===== config.mk =====
export PLATFORM = sky130hd
export DESIGN_NAME = mem_arbiter
export DESIGN_NICKNAME = d
export VERILOG_FILES = /design/src/rtl/mem_arbiter.sv
export SDC_FILE = /design/constraint.sdc
export NUM_CORES = 1
export LEC_CHECK = 0
export CAP_MARGIN = 30
export CORE_MARGIN = 2
export CORE_UTILIZATION = 40
export DETAILED_ROUTE_END_ITERATION = 8
export PLACE_DENSITY = 0.73
export SYNTH_ARGS = -nofsm -noshare
export SYNTH_HDL_FRONTEND = slang
export SYNTH_SLANG_ARGS = --single-unit

===== constraint.sdc =====
create_clock -name clk -period 3 [get_ports clk]
set_input_delay 0.6 -clock clk [delete_from_list [all_inputs] [get_ports clk]]
set_output_delay 0.6 -clock clk [all_outputs]
set_load 0.02 [all_outputs]

===== src/rtl/mem_arbiter.sv =====
// Arbiter/sequencer sharing one single-ported RAM between instruction fetch and
// load/store; data has priority, fetch wins a conflict after MAX_WAIT losses.
module mem_arbiter #(
  parameter int ADDR_W   = 8,
  parameter int DATA_W   = 32,
  parameter int MAX_WAIT = 3
) (
  input  logic              clk,
  input  logic              clear,
  input  logic              if_req,
  input  logic [ADDR_W-1:0] if_addr,
  output logic [DATA_W-1:0] if_rdata,
  output logic              if_ack,
  input  logic              dm_req,
  input  logic              dm_we,
  input  logic [ADDR_W-1:0] dm_addr,
  input  logic [DATA_W-1:0] dm_wdata,
  output logic [DATA_W-1:0] dm_rdata,
  output logic              dm_ack,
  output logic [ADDR_W-1:0] mem_address,
  output logic [DATA_W-1:0] mem_data_in,
  output logic              mem_write_enable,
  output logic              mem_read_enable,
  input  logic [DATA_W-1:0] mem_data_out,
  output logic              busy,
  output logic              grant_dm
);

  typedef enum logic [1:0] {
    IDLE    = 2'd0,
    ISSUE   = 2'd1,
    CAPTURE = 2'd2,
    ACK     = 2'd3
  } state_t;

  localparam logic [3:0] MAX_WAIT_C = 4'(MAX_WAIT);

  state_t            state_r, state_s;
  logic [3:0]        wait_cnt_r, wait_cnt_s;
  logic [ADDR_W-1:0] mem_address_r, mem_address_s;
  logic [DATA_W-1:0] mem_data_in_r, mem_data_in_s;
  logic              we_r, we_s;
  logic              re_r, re_s;
  logic              write_op_r, write_op_s;
  logic [DATA_W-1:0] if_rdata_r, if_rdata_s;
  logic [DATA_W-1:0] dm_rdata_r, dm_rdata_s;
  logic              if_ack_r, if_ack_s;
  logic              dm_ack_r, dm_ack_s;
  logic              grant_dm_r, grant_dm_s;
  logic              busy_r, busy_s;

  // Next-state and next-output logic for the access sequencer
  always_comb begin
    state_s       = state_r;
    wait_cnt_s    = wait_cnt_r;
    mem_address_s = mem_address_r;
    mem_data_in_s = mem_data_in_r;
    write_op_s    = write_op_r;
    if_rdata_s    = if_rdata_r;
    dm_rdata_s    = dm_rdata_r;
    grant_dm_s    = grant_dm_r;
    we_s          = 1'b0;
    re_s          = 1'b0;
    if_ack_s      = 1'b0;
    dm_ack_s      = 1'b0;

    case (state_r)
      IDLE: begin
        if (dm_req && (!if_req || (wait_cnt_r != MAX_WAIT_C))) begin
          mem_address_s = dm_addr;
          grant_dm_s    = 1'b1;
          write_op_s    = dm_we;
          state_s       = ISSUE;
          if (dm_we) begin
            mem_data_in_s = dm_wdata;
            we_s          = 1'b1;
          end else begin
            re_s          = 1'b1;
          end
          // Fetch only accrues credit when it actually lost a conflict
          if (if_req && (wait_cnt_r < MAX_WAIT_C)) begin
            wait_cnt_s = wait_cnt_r + 4'd1;
          end else begin
            wait_cnt_s = wait_cnt_r;
          end
        end else if (if_req) begin
          mem_address_s = if_addr;
          grant_dm_s    = 1'b0;
          write_op_s    = 1'b0;
          re_s          = 1'b1;
          wait_cnt_s    = 4'd0;
          state_s       = ISSUE;
        end else begin
          state_s = IDLE;
        end
      end
      ISSUE: begin
        if (write_op_r) begin
          dm_ack_s = 1'b1;
          state_s  = ACK;
        end else begin
          state_s  = CAPTURE;
        end
      end
      CAPTURE: begin
        // RAM output is valid one cycle after the read strobe was sampled
        if (grant_dm_r) begin
          dm_rdata_s = mem_data_out;
          dm_ack_s   = 1'b1;
        end else begin
          if_rdata_s = mem_data_out;
          if_ack_s   = 1'b1;
        end
        state_s = ACK;
      end
      ACK: begin
        state_s = IDLE;
      end
      default: begin
        state_s = IDLE;
      end
    endcase

    busy_s = (state_s != IDLE);
  end

  // State and registered-output update with synchronous clear
  always_ff @(posedge clk) begin
    if (clear) begin
      state_r       <= IDLE;
      wait_cnt_r    <= 4'd0;
      mem_address_r <= '0;
      mem_data_in_r <= '0;
      we_r          <= 1'b0;
      re_r          <= 1'b0;
      write_op_r    <= 1'b0;
      if_rdata_r    <= '0;
      dm_rdata_r    <= '0;
      if_ack_r      <= 1'b0;
      dm_ack_r      <= 1'b0;
      grant_dm_r    <= 1'b0;
      busy_r        <= 1'b0;
    end else begin
      state_r       <= state_s;
      wait_cnt_r    <= wait_cnt_s;
      mem_address_r <= mem_address_s;
      mem_data_in_r <= mem_data_in_s;
      we_r          <= we_s;
      re_r          <= re_s;
      write_op_r    <= write_op_s;
      if_rdata_r    <= if_rdata_s;
      dm_rdata_r    <= dm_rdata_s;
      if_ack_r      <= if_ack_s;
      dm_ack_r      <= dm_ack_s;
      grant_dm_r    <= grant_dm_s;
      busy_r        <= busy_s;
    end
  end

  assign mem_address      = mem_address_r;
  assign mem_data_in      = mem_data_in_r;
  assign mem_write_enable = we_r;
  assign mem_read_enable  = re_r;
  assign if_rdata         = if_rdata_r;
  assign dm_rdata         = dm_rdata_r;
  assign if_ack           = if_ack_r;
  assign dm_ack           = dm_ack_r;
  assign grant_dm         = grant_dm_r;
  assign busy             = busy_r;

endmodule

# Word level (Yosys, flattened, before mapping)
# Cells that the tools add are included.
# classes
n_mux	20
magnitude_cmp	1
add_sub_neg	1
eq_ne	5
n_reduce_logical	15
n_bitwise	4
# op_table
operator	n
$mux 8	2
$mux 1	13
$mux 4	3
$pmux 2 s4	1
$reduce_and 2->1	3
$reduce_and 3->1	2
$add 4x1->4 const B	1
$eq 2x2->1 const B	2
$lt 4x2->1 const B	1
$ne 4x2->1 const B	1
$not 1->1	4
$reduce_bool 2->1	2
$reduce_or 2->1	2
$reduce_or 3->1	1
$eq 2x1->1 const B	1
$logic_and 1x1->1	2
$logic_not 2->1	1
$ne 2x1->1 const B	1
$pmux 1 s2	1
$logic_not 1->1	1
$logic_or 1x1->1	1
# totals
reg_bits	117
inputBits	85
output_inout_bits	110
word_cells	59

# Logic depth before layout (Yosys ltp)
# Gate-level depths: netlist of the first run.
# logic_depth
ltp_word	6
mapped_depth	7
depth_no_buf	5

# Least setup slack after synthesis of the first run
# OpenSTA, ideal clock, no wires.
# synth_timing
path_type	input to register
from	in dm_req
to	reg write_op_r
stages	6
t_arrival_ps	1343
required_ps	2872
path_buffers	3
slack_ps	1530
setup_ps	128
cell_sequence	buf_2 > and3_1 > buf_2 > buf_2 > a22oi_1 > nor2_1
# synth_between
elab_chain_len	3
word_cells_on_any_way	4
classes_between	1 x mux; 3 x reduce/logical
# synth_lines
item	line_no	rtl
start, declared	14	input logic dm_req,
$logic_and 1x1->1 (*)	69	if (dm_req && (!if_req || (wait_cnt_r != MAX_WAIT_C))) begin
$reduce_bool 2->1 (no source line)	n/a	
$reduce_and 2->1 (no source line)	n/a	
end signal, assigned	150	write_op_r <= write_op_s;
end, declared	44	logic write_op_r, write_op_s;
# Mark *: on every way between the ends. The rest lies on a longest branch, timed or not.
# A chain may end at the register's enable or synchronous reset.

# Worst setup path after layout of the first run
# layout_timing
from	reg grant_dm_r, in the netlist grant_dm
to	out grant_dm
# layout_rtl
item	line_no	rtl
start, declared	49	logic grant_dm_r, grant_dm_s;
start signal, assigned	155	grant_dm_r <= grant_dm_s;
end, declared	26	output logic grant_dm
# No word-level cell between the ends.

==> flow_metrics.tcl, run 1 <==
set metrics [dict create \
    synth-seq-area-share_pct 53.3 \
    p_int_mw 3.56 \
    critPathSlowestCell "clkdlybuf4s50_1" \
    antenna_left 0 \
    cp-start-kind "register" \
    grt_usage_pct 21.2 \
    placed_cells 833 \
    area_growth_pct 58.0 \
    synth_top_area_share_pct 53.3 \
    fin_crit_sh_pct 73.5 \
    clkLatencyLatePin_ps 520 \
    postCtsSetupRepairBufs 0 \
    wl_um 12500 \
    dp_hpwl_um 8530 \
    syn_nets 627 \
    synth_area_per_cell_um2 8.18 \
    clkTransAtPathRegs_ps 50 \
    max_freq_ghz 0.454 \
    p_switching_mw 1.50 \
    io_pins 195 \
    fin_area_mm2 0.00694 \
    htreeDepth 4 \
    rsz0062_at_grt "no" \
    hold_violations 0 \
    cp.arrival_ps 1600 \
    p_total_mw 5.06 \
    yosysUniqueCellTypes 34 \
    clock_power_share_pct 37.0 \
    grt_pass1_vias 4164 \
    grt_pass1_wl_um 19600 \
    power.density_mw_per_mm2 730 \
    drtPass1Iterations 4 \
    cp-end-kind "primary output" \
    synthTopCellsByArea "dfxtp_1 53%, nand2_1 11%, a21oi_1 11%, nand3_1 4.7%, o21ai_0 4.3%" \
    cp.required_ps 2400 \
    yosysWarnings 0 \
    globalplace.congestion 0.789 \
    max_cap_viol_count 0 \
    ir_drop_mv 0.341 \
    pre_cts_ws_ps 713 \
    status "completed" \
    num-fill-cells 904 \
    stdcell_count 864 \
    synthCells 537 \
    overflow 0 \
    antenna_found_initial 0 \
    drc 0 \
    timing.setup.tns_ps 0 \
    clkSinkCount 117 \
    drtIter0Drc 230 \
    tightest_slew_ps 661 \
    cts-root-buf "clkbuf_8" \
    io_buffers 194 \
    skew_ps 6.30 \
    swShare_pct 29.6 \
    path_buf_inv 1 \
    synthFlopType "dfxtp_1" \
    post_drt_via_cell_ratio 5.06 \
    drive_gt1_share_pct 6.35 \
    wl_per_cell_um 14.4 \
    cts.repair.resized 0 \
    die-area_mm2 0.0118 \
    start_util_pct 40.7 \
    cts_buffer_depth 2 \
    path_class "reg -> out" \
    synth_common_cells "133 x nand2_1, 117 x dfxtp_1, 99 x a21oi_1" \
    syn_area_mm2 0.00439 \
    pwr-share-comb_pct 26.4 \
    synth_edf_count 0 \
    grt_max_degree 61 \
    nets 802 \
    setup_viol 0 \
    async_flop_share_pct 0 \
    critical-path-top-delay-family "buffers and inverters" \
    synth_seq_cells 117 \
    core_mm2 0.0108 \
    yosysMostFrequentCell "nand2_1" \
    max_stage_delay_ps 660 \
    yosysTopAreaCell "dfxtp_1" \
    row_count 38 \
    fin_ws_ps 796 \
    drv_slew 0 \
    slew_headroom_pct 55.9 \
    leakagePower_nw 2.41 \
    layout_min_cycle_time_ps 2200 \
    vias 4374 \
    tritoncts "yes" \
    worstPathCellList "clkdlybuf4s50_1" \
    hold_buffers 0 \
    antenna_cells 0 \
    hp-class "reg -> reg" \
    cts-buffers-inserted 17 \
    crit_fanout 6 \
    die_h_um 109 \
    placed_area_mm2 0.00638 \
    fp.dieW_um 109 \
    p_seq_share_pct 36.6 \
]
==> worst paths after layout <==
path | from | to | slack, ps | cells after the start
max reg2reg | state_r[0] | if_rdata[2] | 1260 | 6
max | grant_dm | grant_dm | 800 | 1
min reg2reg | dm_rdata[7] | dm_rdata[7] | 450 | 2
min | dm_rdata[7] | dm_rdata[7] | 450 | 2
==> kinds of logic after synthesis <==
logic type	count (synthesis)	synth area share (%)
compound gates	163	20.4
fa+ha+maj	5	1.42
buf+inv	51	5.44
flops	117	53.3
simple gates	201	19.4
==> state kept, by name (all words and copies together) (netlist names) <==
| register | flops |
|---|---|
| dm_rdata | 32 |
| if_rdata | 32 |
| mem_data_in | 32 |
| mem_address | 8 |
| wait_cnt_r | 4 |
| state_r | 2 |
| busy | 1 |
| dm_ack | 1 |
| grant_dm | 1 |
| if_ack | 1 |
| mem_read_enable | 1 |
| mem_write_enable | 1 |
| write_op_r | 1 |
==> through the flow <==
step           utilization, %  hold WS [ps]
2_1_floorplan               -           462
3_3_place_gp             59.1           442
3_5_place_dp             59.1           447
4_1_cts                  64.3           455
5_1_grt                  64.3           469
6_report                 64.3           452
==> metal layers <==
| metal | vias up | share of wire (%) | global-route usage [%] |
|---|---|---|---|
| li1 | 2179 | - | - |
| met2 | 184 | 45 | 33.4 |
| met1 | 1994 | 42 | 25.3 |
| met3 | 17 | 11 | 9.21 |
| met4 | 0 | 1.5 | 8.97 |
| met5 | - | 0 | 0 |
==> layout by cell type (no fill, tap or decap), types with 3 or more instances in the layout <==
cell / synthesis / final
clkdlybuf4s50_1: 0 / 193
nand2_1: 133 / 133
dfxtp_1: 117 / 117
a21oi_1: 99 / 99
nand3_1: 41 / 41
o21ai_0: 38 / 38
nor2_1: 16 / 16
clkbuf_16: 0 / 16
buf_4: 3 / 8
a311oi_1: 6 / 6
o21ai_1: 6 / 6
clkinv_2: 0 / 6
ha_1: 5 / 5
inv_1: 4 / 4
a211oi_1: 3 / 3
a311oi_2: 3 / 3
clkbuf_8: 0 / 3
==> worst register-to-register path: stages, from the launching register on <==
cell and delay (ps):
dfxtp_1 340, inv_1 80, ha_1 240, nand2b_1 400, buf_4 360, nand2_1 90, a21oi_1 160
==> power by group through the flow <==
stage / Sequential, mW / Combinational (mW) / Clock, mW
floorplan: 2.10 / 0.527 / 0
CTS: 1.85 / 1.35 / 1.91
detailed placement: 1.89 / 1.34 / 0
global route: 1.87 / 1.45 / 2.00
global placement: 1.88 / 1.31 / 0
finish: 1.85 / 1.33 / 1.87
==> final cells by class <==
| type | instances | area [µm²] | share of cell area [%] |
|---|---|---|---|
| flip-flops and latches | 117 | 2340 | 33.8 |
| repair buffers | 203 | 2030 | 29.3 |
| multi-input cells | 369 | 1820 | 26.2 |
| clock buffers | 21 | 449 | 6.48 |
| well taps | 140 | 175 | 2.53 |
| clock inverters | 10 | 106 | 1.53 |
| inverters | 4 | 15.0 | 0.216 |
Note: power is estimated with default switching activity, not from simulation.
==> run 2, diff against run 1 <==
Settings changed: CORE_UTILIZATION 40 to 38.
Clock period 3 ns to 2 ns, I/O delays scaled along.
==> run 2 against run 1 <==
Net effect:
- clock-buffer cell count up 2
- final cell count increased by 0.93%
- die area is 5.1% higher
- first-iteration DRC count grew 45%
- largest power group unchanged
- highest routed layer unchanged
==> flow_metrics.tcl, run 2 (synthesis gave the netlist of run 1 again) <==
set metrics [dict create \
    crit_fanout 6 \
    setup_viol 0 \
    postLayoutCoreUtil_pct 62.2 \
    r2r-end "mem_data_in[6]" \
    num-fill-cells 1014 \
    globalplace.congestion 0.806 \
    path_class "reg -> out" \
    critical-path-top-delay-family "buffers and inverters" \
    fin_crit_sh_pct 94.6 \
    cp.arrival_ps 1490 \
    row_count 39 \
    htreeDepth 4 \
    drtPass1Iterations 4 \
    post_drt_via_cell_ratio 5.19 \
    slew_headroom_pct 65.9 \
    grt_usage_pct 20.9 \
    rsz0062_at_grt "no" \
    cp.required_ps 1600 \
    wl_per_cell_um 15.2 \
    hold_buffers 0 \
    cts.repair.resized 0 \
    drv_slew 0 \
    area_growth_pct 61.1 \
    fin_area_mm2 0.00707 \
    clkTransAtPathRegs_ps 50 \
    cts-buffers-inserted 17 \
    stdcell_count 872 \
    wl_um 13200 \
    max_cap_viol_count 0 \
    ff2ff_setup_slack_ps 400 \
    cts-root-buf "clkbuf_16" \
    grt_max_degree 118 \
    tritoncts "yes" \
    placed_area_mm2 0.00645 \
    drive_gt1_share_pct 7.13 \
    dp_hpwl_um 8800 \
    max_stage_delay_ps 660 \
    clkSinkCount 117 \
    max_freq_ghz 0.528 \
    overflow 0 \
    postCtsSetupRepairBufs 0 \
    leakagePower_nw 2.47 \
    layout_common_cells "193 x clkdlybuf4s50_1, 133 x nand2_1, 117 x dfxtp_1" \
    core_mm2 0.0114 \
    grt_pass1_wl_um 21000 \
    whs_ps 452 \
    rr_worst_depth 5 \
    fp.dieW_um 111 \
    vias 4530 \
    layout_min_cycle_time_ps 1890 \
    antenna_left 0 \
    cts_buffer_depth 2 \
    start_util_pct 38.6 \
    grt_pass1_vias 4419 \
    nets 806 \
    power.density_mw_per_mm2 1130 \
    hp-start "if_rdata[12]" \
    layout_commonest_cell "clkdlybuf4s50_1" \
    cp-start-kind "register" \
    die_h_um 111 \
    antenna_cells 0 \
    critPathSlowestCell "clkdlybuf4s50_1" \
    antenna_found_initial 0 \
    hp-class "reg -> reg" \
    status "completed" \
    r2r-start "wait_cnt_r[0]" \
    timing.setup.tns_ps 0 \
    die-area_mm2 0.0124 \
    hold_depth 2 \
    holdPathEnd "if_rdata[12]" \
    io_pins 195 \
    clkLatencyLatePin_ps 410 \
    io_buffers 194 \
    path_buf_inv 1 \
    cp-end-kind "primary output" \
    placed_cells 840 \
    tightest_slew_ps 512 \
    worstPathCellList "clkdlybuf4s50_1" \
    skew_ps 6.53 \
    ir_drop_mv 0.760 \
    drtIter0Drc 333 \
    hold_violations 0 \
    drc 0 \
]
## run 2: per-stage QoR
step	setup WS (ps)	total power [mW]
after floorplan	620	3.93
after global placement	114	4.81
after detailed placement	19.7	4.87
after CTS	77.2	8.02
after global routing	47.9	8.29
final	107	7.96
## run 2: cell type report
type                       count  area, µm²  share of cell area, %
sequential                   117       2340                   33.1
timing repair buffer         207       2100                   29.7
multi-input combinational    369       1820                   25.7
clock buffer                  23        498                   7.04
tap                          143        179                   2.53
clock inverter                 9        123                   1.73
inverter                       4       15.0                  0.212
## run 2: worst min-delay path: cells and delay by family, from the launching register on
kind             cells  cell delay (ps)
AO/OA/AOI/OAI        1               50
AND/OR/NAND/NOR      1               50
flip-flops           1              300
## run 2: how the worst max path moves through the flow
stage                     from              end  slack [ps]  cells after the start
global placement        if_req  mem_data_in[15]         110                      5
global route          grant_dm         grant_dm          50                      1
finish                grant_dm         grant_dm         110                      1
detailed placement      if_req   mem_data_in[6]          20                      5
CTS                   grant_dm         grant_dm          80                      1
floorplan           state_r[0]       write_op_r         620                      7
## run 2: report_power, final
group          internal [mW]  switching, mW  total, mW
clock                   2.11           1.02       3.13
combinational          0.919           1.12       2.04
sequential              2.63          0.157       2.79
total                   5.66           2.30       7.96
## run 2: metal layers
metal | up-vias | wire (µm) | track usage, % | part of all wire [%]
met5 | - | 0 | 0 | 0
met4 | 0 | 255 | 9.30 | 1.9
met3 | 22 | 1100 | 7.19 | 8.3
met2 | 198 | 6210 | 34.4 | 47
met1 | 2124 | 5670 | 24.7 | 43
li1 | 2186 | - | - | -
==> run 3, diff against run 2 <==
Settings changed: CORE_MARGIN 2 to default.
==> run 3 against run 2 <==
Net effect:
- hold slack worse by 110 ps
- routed wire length shrank 3.2%
- critical endpoint unchanged
- die area shrank 3.6%
- clock-buffer cell count grew 1
- combinational power about the same
- flip-flop and latch count unchanged
- via count decreased by 1.4%
- largest cell class unchanged
- clock skew increased by 0.83 ps
- sequential power is essentially flat
- fmax rose by 0.94%
- power fell by 1.4%
- sequential share of layout area barely moved
==> flow_metrics.tcl, run 3 (synthesis gave the netlist of run 1 again) <==
set metrics [dict create \
    nets 809 \
    grt_pass1_vias 4356 \
    max_freq_ghz 0.533 \
    hold_depth 2 \
    rr_worst_depth 4 \
    placed_area_mm2 0.00647 \
    fin_crit_sh_pct 93.7 \
    crit_cells 1 \
    cts_buffer_depth 2 \
    clkSinkCount 117 \
    layout_min_cycle_time_ps 1870 \
    drv_slew 0 \
    cts-root-buf "clkbuf_16" \
    cp-end-kind "primary output" \
    wl_um 12800 \
    drive_gt1_share_pct 7.51 \
    status "completed" \
    overflow 0 \
    critical-path-top-delay-family "buffers and inverters" \
    clkTransAtPathRegs_ps 50 \
    p_total_mw 7.85 \
    critPathSlowestCell "clkdlybuf4s50_1" \
    io_buffers 194 \
    antenna_found_initial 0 \
    max_stage_delay_ps 650 \
    path_class "reg -> out" \
    hold_violations 0 \
    cp.arrival_ps 1470 \
    grt_max_degree 53 \
    ir_drop_mv 0.623 \
    setup_viol 0 \
    htreeDepth 4 \
    worstPathCellList "clkdlybuf4s50_1" \
    hp-class "in -> reg" \
    clkLatencyLatePin_ps 410 \
    timing.setup.tns_ps 0 \
    skew_ps 7.36 \
    power.density_mw_per_mm2 1110 \
    fp.dieW_um 109 \
    globalplace.congestion 0.784 \
    antenna_cells 0 \
    start_util_pct 39.8 \
    drtIter0Drc 216 \
    max_cap_viol_count 0 \
    cts-buffers-inserted 17 \
    layout_common_cells "193 x clkdlybuf4s50_1, 133 x nand2_1, 117 x dfxtp_1" \
    crit_fanout 6 \
    tightest_slew_ps 415 \
    post_drt_via_cell_ratio 5.12 \
    grt_usage_pct 21.7 \
    drtPass1Iterations 4 \
    wl_per_cell_um 14.7 \
    die-area_mm2 0.0120 \
    hold_buffers 0 \
    cp.required_ps 1600 \
    cp-start-kind "register" \
    area_growth_pct 61.2 \
    postCtsSetupRepairBufs 0 \
    drc 0 \
    io_pins 195 \
    vias 4468 \
    slew_headroom_pct 72.1 \
    fin_area_mm2 0.00708 \
    rsz0062_at_grt "no" \
    row_count 38 \
    tritoncts "yes" \
    layout_commonest_cell "clkdlybuf4s50_1" \
    antenna_left 0 \
    die_h_um 109 \
    grt_pass1_wl_um 20100 \
    leakagePower_nw 2.47 \
    path_buf_inv 1 \
    dp_hpwl_um 8670 \
    cts.repair.resized 0 \
    core_mm2 0.0110 \
]
run 3: cell types whose count changed in the layout (fill, tap and decap cells not counted), sizes merged:
| cell | delta |
|---|---|
| clkbuf | +1 |
| clkinvlp | +1 |
| buf | +3 |
| clkinv | -1 |
| bufinv | -1 |
run 3: area by class of cell:
type	count	area (µm²)
Clock buffer	24	512
Clock inverter	8	95.1
Fill cell	924	3950
Inverter	4	15.0
Multi-Input combinational cell	369	1820
Sequential cell	117	2340
Tap cell	140	175
Timing Repair Buffer	210	2120
run 3: final timing paths:
path | end | slack [ps] | startpoint
setup reg to reg | mem_address[7] | 330 | wait_cnt_r[0]
setup / recovery | grant_dm | 130 | grant_dm
hold / removal | dm_rdata[25] | 340 | clear
hold reg to reg | dm_rdata[13] | 450 | dm_rdata[13]
run 3: power breakdown:
part / internal (mW) / switching (mW)
clock network: 2.02 / 1.01
logic: 0.926 / 1.12
registers: 2.63 / 0.147
total: 5.58 / 2.28
run 3: stage by stage:
| step | setup slack, ps | std cells | hold WS, ps | util (%) |
|---|---|---|---|---|
| final | 125 | 872 | 340 | 64.2 |
| after global routing | 81.1 | 872 | 350 | 64.2 |
| after CTS | 92.7 | 872 | 323 | 64.2 |
| after detailed placement | 91.4 | 840 | 448 | 58.7 |
| after global placement | 131 | 840 | 441 | 58.7 |
| after floorplan | 620 | 537 | 462 | - |
run 3: routing by layer:
metal | GRT usage (%) | routed length (µm)
met3 | 8.65 | 1270
met1 | 25.1 | 5380
met4 | 8.95 | 216
met5 | 0 | 0
met2 | 35.7 | 5940
